**src/rtl/useq_fifo_ctrl.sv**
```systemverilog
// useq_fifo_ctrl: host-side sequencer for the useq core mailbox FIFO port.
//
// A ready/valid byte stream is pushed into the core with its two-step protocol:
// the byte is presented on i_port for one cycle, then write_fifo is pulsed.
// The core FIFO is drained via read_fifo/o_port into a registered ready/valid
// output. Push and pop are arbitrated round-robin, and every strobe is followed
// by RUN_GAP strobe-free cycles so the core gets time to run between stalls.
//
// Ports:
//   clk, rst         clock, asynchronous active-high reset
//   ext_i_port       application value for core i_port when not pushing
//   u_i_port         drives core i_port
//   u_read_fifo      core read_fifo strobe
//   u_write_fifo     core write_fifo strobe
//   u_fifo_empty     core fifo_empty
//   u_o_port         core o_port
//   s_valid/s_data   push byte in; s_ready pulses once when it is written
//   pop_en           allows draining of the core FIFO
//   m_valid/m_data   popped byte out; m_ready accepts it
//   cnt              controller's view of the core FIFO occupancy
module useq_fifo_ctrl #(
  parameter int unsigned FIFO_DEPTH = 4,
  parameter int unsigned RUN_GAP    = 2,
  localparam int unsigned CW        = $clog2(FIFO_DEPTH) + 1
) (
  input  logic          clk,
  input  logic          rst,
  input  logic [7:0]    ext_i_port,
  output logic [7:0]    u_i_port,
  output logic          u_read_fifo,
  output logic          u_write_fifo,
  input  logic          u_fifo_empty,
  input  logic [7:0]    u_o_port,
  input  logic          s_valid,
  input  logic [7:0]    s_data,
  output logic          s_ready,
  input  logic          pop_en,
  output logic          m_valid,
  output logic [7:0]    m_data,
  input  logic          m_ready,
  output logic [CW-1:0] cnt
);

  // The core holds at most FIFO_DEPTH-1 entries.
  localparam logic [CW-1:0] CntMax = CW'(FIFO_DEPTH - 1);

  localparam int unsigned   GW      = (RUN_GAP > 1) ? $clog2(RUN_GAP) : 1;
  localparam logic [GW-1:0] GapLast = GW'((RUN_GAP > 0) ? (RUN_GAP - 1) : 0);

  typedef enum logic [2:0] {
    StIdle,
    StPushLat,
    StPushWr,
    StPopRd,
    StPopCap,
    StGap
  } state_e;

  state_e        state_q, state_d, after_strobe;
  logic [CW-1:0] cnt_q, cnt_d;
  logic [GW-1:0] gap_q, gap_d;
  logic          last_pop_q, last_pop_d;  // 1: last tie was granted to pop
  logic          m_valid_q, m_valid_d;
  logic [7:0]    m_data_q, m_data_d;
  logic          push_req, pop_req;

  assign push_req = s_valid && (cnt_q != CntMax);
  assign pop_req  = pop_en && !m_valid_q && !u_fifo_empty && (cnt_q != '0);

  // With no run gap the sequencer returns straight to idle after a strobe.
  assign after_strobe = (RUN_GAP == 0) ? StIdle : StGap;

  always_comb begin
    state_d    = state_q;
    cnt_d      = cnt_q;
    gap_d      = gap_q;
    last_pop_d = last_pop_q;
    m_valid_d  = m_valid_q;
    m_data_d   = m_data_q;

    if (m_valid_q && m_ready) begin
      m_valid_d = 1'b0;
    end

    case (state_q)
      StIdle: begin
        // The core program may clear the FIFO behind our back; trust the flag.
        if (u_fifo_empty) begin
          cnt_d = '0;
        end
        if (push_req && pop_req) begin
          if (last_pop_q) begin
            state_d    = StPushLat;
            last_pop_d = 1'b0;
          end else begin
            state_d    = StPopRd;
            last_pop_d = 1'b1;
          end
        end else if (push_req) begin
          state_d = StPushLat;
        end else if (pop_req) begin
          state_d = StPopRd;
        end
      end
      StPushLat: state_d = StPushWr;
      StPushWr: begin
        if (cnt_q != CntMax) begin
          cnt_d = cnt_q + 1'b1;
        end
        state_d = after_strobe;
      end
      StPopRd: begin
        if (cnt_q != '0) begin
          cnt_d = cnt_q - 1'b1;
        end
        state_d = StPopCap;
      end
      StPopCap: begin
        // o_port carries the popped byte one cycle after read_fifo.
        m_data_d  = u_o_port;
        m_valid_d = 1'b1;
        state_d   = after_strobe;
      end
      StGap: begin
        if (gap_q == GapLast) begin
          gap_d   = '0;
          state_d = StIdle;
        end else begin
          gap_d = gap_q + 1'b1;
        end
      end
      default: state_d = StIdle;
    endcase
  end

  always_ff @(posedge clk or posedge rst) begin
    if (rst) begin
      state_q    <= StIdle;
      cnt_q      <= '0;
      gap_q      <= '0;
      last_pop_q <= 1'b1;  // push wins the first tie
      m_valid_q  <= 1'b0;
      m_data_q   <= '0;
    end else begin
      state_q    <= state_d;
      cnt_q      <= cnt_d;
      gap_q      <= gap_d;
      last_pop_q <= last_pop_d;
      m_valid_q  <= m_valid_d;
      m_data_q   <= m_data_d;
    end
  end

  // Strobes come from the state register only, so reset clears them at once.
  assign u_write_fifo = (state_q == StPushWr);
  assign s_ready      = (state_q == StPushWr);
  assign u_read_fifo  = (state_q == StPopRd);
  assign u_i_port     = ((state_q == StPushLat) || (state_q == StPushWr)) ? s_data : ext_i_port;
  assign m_valid      = m_valid_q;
  assign m_data       = m_data_q;
  assign cnt          = cnt_q;

endmodule
```
**config.mk**
```make
export PLATFORM = sky130hd
export DESIGN_NAME = useq_fifo_ctrl
export DESIGN_NICKNAME = d
export VERILOG_FILES = /design/src/rtl/useq_fifo_ctrl.sv
export SDC_FILE = /design/constraint.sdc
export NUM_CORES = 1
export LEC_CHECK = 0
export ABC_AREA = 0
export CAP_MARGIN = 5
export CORE_ASPECT_RATIO = 1.5
export CORE_MARGIN = 2
export CORE_UTILIZATION = 39
export CTS_BUF_LIST = sky130_fd_sc_hd__clkbuf_8
export DETAILED_ROUTE_END_ITERATION = 6
export PLACE_DENSITY = 0.91
export SLEW_MARGIN = 10
export SYNTH_ARGS = -nofsm -noshare
export SYNTH_HDL_FRONTEND = slang
export SYNTH_SLANG_ARGS = --single-unit
```
**constraint.sdc**
```tcl
create_clock -name clk -period 2.2 [get_ports clk]
set_clock_uncertainty 0.05 [all_clocks]
set_input_delay 0.44 -clock clk [delete_from_list [all_inputs] [get_ports clk]]
set_output_delay 0.44 -clock clk [all_outputs]
set_load 0.01 [all_outputs]
```
---- Word level (Yosys, flattened, before mapping) ----
Cells that the tools add are included.
operators by class
  $add $sub $neg .......................... 3
  multipliers ............................. 0
  divide/modulo/power cells ............... 0
  order comparisons ....................... 0
  equal/unequal tests ..................... 11
  shift operators ......................... 0
  mux-type cells .......................... 15
  bitwise logic cells ..................... 0
  reductions and logical operators ........ 17
operators with widths
  operator                                                               count
  3-bit 2-to-1 mux                                                       7
  3-bit one-hot mux with 5 select lines                                  1
  3-bit one-hot mux with 3 select lines                                  1
  8-bit 2-to-1 mux                                                       1
  3-bit by 2-bit equality test with 1-bit output, second input constant  2
  3-bit equality test, second input constant                             2
  1-bit logical AND                                                      6
  3-bit nonzero test                                                     2
  1-bit 2-to-1 mux                                                       4
  2-bit by 1-bit != test with 1-bit output, second input constant        2
  2-bit != test, second input constant                                   2
  4-bit != test, second input constant                                   1
  2-bit AND reduction                                                    2
  4-bit AND reduction                                                    1
  3-bit by 1-bit adder with 3-bit output, second input constant          1
  3-bit by 1-bit equality test with 1-bit output, second input constant  1
  3-bit logical NOT                                                      1
  3-bit by 2-bit != test with 1-bit output, second input constant        1
  3-bit by 1-bit subtractor with 3-bit output, second input constant     1
  1-bit logical NOT                                                      2
  2-bit 2-to-1 mux                                                       1
  2-bit nonzero test                                                     1
  2-bit OR reduction                                                     1
  1-bit adder, second input constant                                     1
  1-bit logical OR                                                       1
word-level totals
  register bits ........................... 17
  bits in latches ......................... 0
  memory bits (writable) .................. 0
  ROM bits ................................ 0
  output and inout bits ................... 23
  logic and storage cells ................. 52
  memories ................................ 0

---- Logic depth before layout (Yosys ltp) ----
Gate-level depths: netlist of the first run.
  word-level depth ........................ 8
  gate-level depth with buffers ........... 8
  depth with buffers taken out ............ 8

---- Worst setup path before layout of the first run ----
Ideal clock, no wire load.
  kind .................................... register to register
  start point ............................. register state_q[2]
  end point ............................... register cnt_q[1], in the netlist cnt[1]
  library setup time ...................... 125 ps
  arrival ................................. 1805 ps
  required time ........................... 2025 ps
  setup slack ............................. 220 ps
  cell stages (with the launch flop) ...... 7
  period minus slack after synthesis ...... 1980 ps
  cell sequence ........................... dfrtp_1 > inv_1 > nand2_1 > nor2_1 > fa_1 > and3_1 > mux2_2
on the way
  cells in the longest elaborated chain, start to end .. 3
RTL lines
  what                                                                                             line  source
  from (decl)                                                                                      59    state_e state_q, state_d, after_strobe;
  from (signal assigned)                                                                           138   state_q <= StIdle;
  from (signal assigned)                                                                           145   state_q <= state_d;
  3-bit by 2-bit equality test with 1-bit output (*)                                               -
  via u_read_fifo                                                                                  30    output logic u_read_fifo,
  2-bit by 1-bit != test with 1-bit output (no line) / 3-bit nonzero test (equally long branches)  -
  4-bit AND reduction (no line)                                                                    -
  to (signal assigned)                                                                             146   cnt_q <= cnt_d;
  to (decl)                                                                                        60    logic [CW-1:0] cnt_q, cnt_d;
The timed path passes the listed nets; every way through them passes the cells marked *.
A chain may end at the register's enable or synchronous reset.

---- Final worst setup path of the first run ----
  start point ............................. register state_q[1]
  end point ............................... output port u_i_port[3]
on the way
  cells in the longest elaborated chain, start to end .. 3
RTL lines
  what                                                                                                                     line  source
  3-bit by 1-bit equality test with 1-bit output / 3-bit by 2-bit equality test with 1-bit output (equally long branches)  158   assign u_i_port = ((state_q == StPushLat) || (state_q == StPushWr)) ? s_data : ext_i_port;
  1-bit logical OR (*)                                                                                                     158
  8-bit 2-to-1 mux (*)                                                                                                     158
  to (decl)                                                                                                                29    output logic [7:0] u_i_port,
Mark *: on every way between the ends. The rest lies on a longest branch, timed or not.

==> flow_summary.yaml, run 1 <==
pwr:
  peakVddDrop_mv: 0.838
  power_mw: 2.12
  p_leak_nw: 0.705
  p_per_area_nw_per_um2: 1350
place:
  postPlaceCellArea_um2: 1490
  dp.cells: 157
  gp_congestion: 0.774
  dp_hpwl_mm: 1.99
  dpl_worst_slack_ns: -0.00600
  portBuffers: 52
route:
  vias: 863
  routed_wl_mm: 2.44
  viasPerCell: 5.23
  drtPass1Iterations: 4
  drtAntennaViolNets: 0
  wl_per_cell_um: 14.8
  first_iter_violations: 13
  drc: 0
sta:
  tightest_slew_ns: 0.632
  period_minus_slack_ns: 2.23
  setup_slack_ns: -0.0285
  slew_headroom_pct: 57.8
  holdWs_ns: 0.458
  final_hold_viol_count: 0
  fin_tns_setup_ns: -0.0752
  timing.fmax_mhz: 449
  rsz0062_at_grt: "true"
  setup_viol: 5
  slew_viol_final: 0
  post-route-period-util_pct: 101
critical_path:
  critPathCaptureType: "primary output"
  crit_type: "reg -> out"
  worstPathRequired_ns: 1.71
  cp_max_fo: 7
  critPathLaunchType: "register"
  crit_arrival_ns: 1.74
synthesis:
  synth_area_per_cell_um2: 11.5
  yosysUniqueCellTypes: 23
  synth_area_um2: 920
  ys_ff_latch: 17
  yosys_warnings: 0
  syn-num-nets: 111
  synthFlopType: "dfrtp_1"
  synthCells: 80
  seq_area_frac_synth_pct: 46.4
  synth_edf_count: 0
  postSynth.asyncResetShare_pct: 100
clocking:
  clock_latency_ns: 0.25
  h-tree-depth: 1
  cts-root-buf: "clkbuf_8"
  cts_sinks: 17
  clock_path_buffers: 2
  clk_pin_slew_worst_paths_ns: 0.06
  cts_tree: "done"
  cts_buffers: 3
  ctsHoldBuffers: 0
floorplanning:
  die_h_um: 63.5
  die_w_um: 43.7
  start_util_pct: 41.2
  ios: 53
  num_rows: 21
  design.die.area_um2: 2770
  placeableCoreArea_um2: 2230
run:
  drv_cap: 0
cells_and_area:
  final_common_cell: "clkdlybuf4s50_1"
  stdcell_area_um2: 1570
  final_cells: 165
  layout.nets: 174
  layout_common_cells: "clkdlybuf4s50_1, mux2_2, dfrtp_1"
  final_util_pct: 70.1
  area_growth_pct: 70.2
  drive_gt1_share_pct: 26.8
  n_antenna_cell: 0
worst_hold_path:
  min_path_type: "reg -> reg"
run_status:
  status: "finished with violations"
  violations: "setup timing"
global_route:
  grt_pass1_wl_mm: 4.13
  overflow: 0
  grt_pass1_vias: 968
  grt_max_degree: 18
  track_usage_pct: 19.6
  grt_antenna_before_repair: 0
==> cells in the mapped netlist, drive strengths merged (2+ instances only) <==
cell type,number,area (µm²)
mux2,19,214
dfrtp,16,400
nor2,8,32.5
nand2,6,22.5
inv,5,18.8
nor3,4,30.0
xnor2,4,35.0
buf,3,20.0
o21ai,3,15.0
a31oi,2,12.5
==> layer usage <==
layer | global-route usage [%] | vias to the layer above | wire (µm)
li1 | - | 399 | -
met1 | 18.2 | 409 | 769
met2 | 39.3 | 53 | 1410
met3 | 4.30 | 2 | 241
met4 | 5.68 | 0 | 14
met5 | 0 | - | 0
==> path summary, 6_finish.rpt <==
check	from	endpoint	slack (ns)	cells after the start
setup reg to reg	state_q[1]	cnt[2]	0.20	8
setup / recovery	state_q[1]	u_i_port[3]	-0.03	5
max in group asynchronous	rst	state_q[0]	1.17	2
hold reg to reg	gap_q	gap_q	0.46	1
hold / removal	gap_q	gap_q	0.46	1
min in group asynchronous	rst	cnt[2]	0.52	2
==> where the power goes <==
group | internal [mW] | switching [mW] | leakage [nW]
logic | 0.768 | 0.524 | 0.470
registers | 0.474 | 0.128 | 0.208
clock network | 0.124 | 0.100 | 0.0269
total | 1.36 | 0.753 | 0.705
==> area by class of cell <==
type	count	area, µm²
multi-input combinational	55	462
sequential	17	427
clock buffer	3	41.3
fill	178	668
tap	23	28.8
timing repair buffer	61	584
clock inverter	1	3.75
inverter	5	18.8
==> repair_timing <==
| action | 4_1_cts | 5_1_grt |
|---|---|---|
| setup endpoints to repair | 8 | 6 |
| resized for setup | 9 | 3 |
| setup buffers | 4 | 0 |
==> registers in the layout, indices dropped and copies added, names as in the netlist <==
name,count
m_data,8
gap_q,1
m_valid,1
state_q,3
last_pop_q,1
cnt,3
==> cell families (layout without fill, tap and decap cells) <==
group | after synthesis | in the layout | share of synthesized area, %
flip-flops | 17 | 17 | 46.4
buffers and inverters | 8 | 70 | 4.22
XOR/XNOR | 5 | 5 | 4.76
adder cells (fa/ha/maj) | 1 | 1 | 2.18
AND/OR/NAND/NOR | 22 | 22 | 12.8
AO/OA/AOI/OAI | 8 | 8 | 6.39
multiplexers | 19 | 19 | 23.3
==> worst max-delay path, cell delays in order, from the launching register on <==
cell and delay (ns):
dfrtp_1 0.39, xnor2_1 0.16, nor2_4 0.19, buf_4 0.15, mux2_2 0.32, dlygate4sd2_1 0.28
(Power assumes the default switching activity.)
==> inputs of run 2 (changes only) <==
- ABC_AREA: 0 -> 1
- CORE_UTILIZATION: 39 -> 40
- PLACE_DENSITY: 0.91 -> 0.9
==> flow_summary.yaml, run 2 <==
route:
  drtPass1Iterations: 4
  dr_wl_met2_mm: 1.66
  wl_per_cell_um: 13.4
  route.met3.wl_um: 122
  routed_wl_mm: 2.98
  wl_met1_mm: 1.10
  viasPerCell: 5.24
  first_iter_violations: 20
  vias: 1168
  drc: 0
  drtAntennaViolNets: 0
  routed.top_layer: "met4"
cells_and_area:
  drive_gt1_share_pct: 17.1
  final_cells: 223
  final-seq-area_um2: 428
  layout_common_cells: "nand2_1, clkdlybuf4s50_1, nor2_1"
  area_growth_pct: 65.5
  layout.nets: 231
  largest_reg_flops: 8
  nFillCells: 204
  final_common_cell: "nand2_1"
  n_antenna_cell: 0
  multi_input_area_um2: 567
pwr:
  peakVddDrop_mv: 0.846
  p_leak_nw: 0.854
  p_per_area_nw_per_um2: 1360
sta:
  setup_viol: 0
  tightest_slew_ns: 0.626
  slew_viol_final: 0
  rsz0062_at_grt: "false"
  final_hold_viol_count: 0
  slew_headroom_pct: 58.2
  timing.fmax_mhz: 476
  period_minus_slack_ns: 2.10
  fin_tns_setup_ns: 0
  post-route-period-util_pct: 95.5
place:
  gp_congestion: 0.817
  portBuffers: 52
  dp.cells: 214
  dp_hpwl_mm: 2.28
clocking:
  cts-root-buf: "clkbuf_8"
  ctsHoldBuffers: 0
  clock_path_buffers: 2
  cts_tree: "done"
  clock_latency_ns: 0.25
  clk_pin_slew_worst_paths_ns: 0.06
  h-tree-depth: 1
  cts_buffers: 3
  cts_sinks: 17
critical_path:
  worst-path-buf-inv: 2
  critPathLaunchType: "register"
  crit_family: "buffers and inverters"
  crit_type: "reg -> out"
  cpPeakStageDelay_ns: 0.55
  path_cells: "inv_4 -> nand2_4 -> nor2_1 -> clkdlybuf4s50_1"
  worstPathRequired_ns: 1.71
  crit_arrival_ns: 1.61
  critPathCaptureType: "primary output"
  cp_slowest_cell: "clkdlybuf4s50_1"
  cp_max_fo: 6
global_route:
  grt_antenna_before_repair: 0
  grt_max_degree: 18
  track_usage_pct: 21.0
  grt_pass1_wl_mm: 4.71
  grt_pass1_vias: 1135
  overflow: 0
synthesis:
  synthCells: 136
  synth_edf_count: 0
  yosysUniqueCellTypes: 20
  ys_ff_latch: 17
  synth_area_per_cell_um2: 7.52
  synth_area_um2: 1020
  ys_top_cells_by_count: "nand2_1, nor2_1, dfrtp_1, nand3_1, mux2_2"
  synth_area_leaders: "dfrtp_1, nand2_1, mux2_2"
  yosys_warnings: 0
  syn-num-nets: 167
  yosys.area.top_type_share_pct: 39.2
  synth_area_leader_cell: "dfrtp_1"
  synthFlopType: "dfrtp_1"
  yosysMostFrequentCell: "nand2_1"
  seq_area_frac_synth_pct: 41.7
  postSynth.asyncResetShare_pct: 100
floorplanning:
  die_h_um: 65.9
  placeableCoreArea_um2: 2450
  design.die.area_um2: 2980
  start_util_pct: 41.7
  ios: 53
  num_rows: 22
  die_w_um: 45.3
worst_hold_path:
  min_path_type: "reg -> reg"
run:
  drv_cap: 0
run_status:
  status: "finished clean"
==> run 2: cells by family (layout without fill, tap and decap cells) <==
| family | count (synthesis) | count (layout) | share of synthesized area, % |
|---|---|---|---|
| DFF | 17 | 17 | 41.7 |
| buffers and inverters | 12 | 75 | 4.77 |
| adders and majority gates | 1 | 1 | 1.96 |
| and+or+nand+nor | 94 | 94 | 40.8 |
| muxes | 8 | 8 | 8.81 |
| AOI/OAI and AO/OA | 4 | 4 | 1.96 |
==> run 2: final timing paths <==
path / cells after the start / end / slack [ns] / startpoint
min reg2reg: 2 / last_pop_q / 0.42 / last_pop_q
max in group asynchronous: 2 / state_q[2] / 1.13 / rst
max: 4 / u_read_fifo / 0.1 / state_q[2]
min: 2 / last_pop_q / 0.42 / last_pop_q
min in group asynchronous: 2 / m_data[6] / 0.54 / rst
max reg2reg: 9 / cnt[1] / 0.36 / state_q[1]
==> run 2: area by class of cell <==
type	count	share of cell area, %
timing repair buffer	60	34.2
multi-input combinational	107	33.5
sequential	17	25.3
inverter	11	2.59
clock buffer	3	2.44
tap	24	1.78
clock inverter	1	0.222
==> run 2: what timing repair did <==
item,in CTS,in global routing
pin swaps,1,1
resized for setup,10,4
setup endpoints to repair,10,4
hold endpoints to repair,0,0
buffers inserted,3,2
==> run 2: per-stage QoR <==
stage | setup slack [ns] | util (%) | area [µm²] | power (mW) | hold WS [ns]
2_1_floorplan | 0.483 | - | 1020 | 1.35 | 0.315
3_3_place_gp | 0.132 | 64.8 | 1590 | 1.93 | 0.399
3_5_place_dp | 0.0856 | 64.8 | 1590 | 2.00 | 0.409
4_1_cts | 0.000709 | 67.8 | 1660 | 2.24 | 0.417
5_1_grt | 0.0207 | 69.1 | 1690 | 2.47 | 0.453
6_report | 0.0990 | 69.1 | 1690 | 2.30 | 0.416
==> run 2: worst min-delay path, stage by stage, from the launching register on <==
cell and delay [ns]:
dfstp_2 0.37, nand2_1 0.05, nand2_1 0.04
==> run 2: layer usage <==
layer / up-vias / track usage [%]
met3: 12 / 3.01
met4: 0 / 11.4
met1: 555 / 22.7
li1: 557 / -
met5: - / 0
met2: 44 / 37.5
==> run 2: where the power goes <==
group	internal, mW	switching [mW]	total, mW
sequential	0.472	0.140	0.612
combinational	0.727	0.743	1.47
clock	0.124	0.0983	0.222
total	1.32	0.981	2.30
==> inputs of run 3 (changes only) <==
- ABC_CLOCK_PERIOD_IN_PS: not set -> 2200
==> results of run 3 <==
The final DEF is identical to that of run 2; final timing and power are the same.
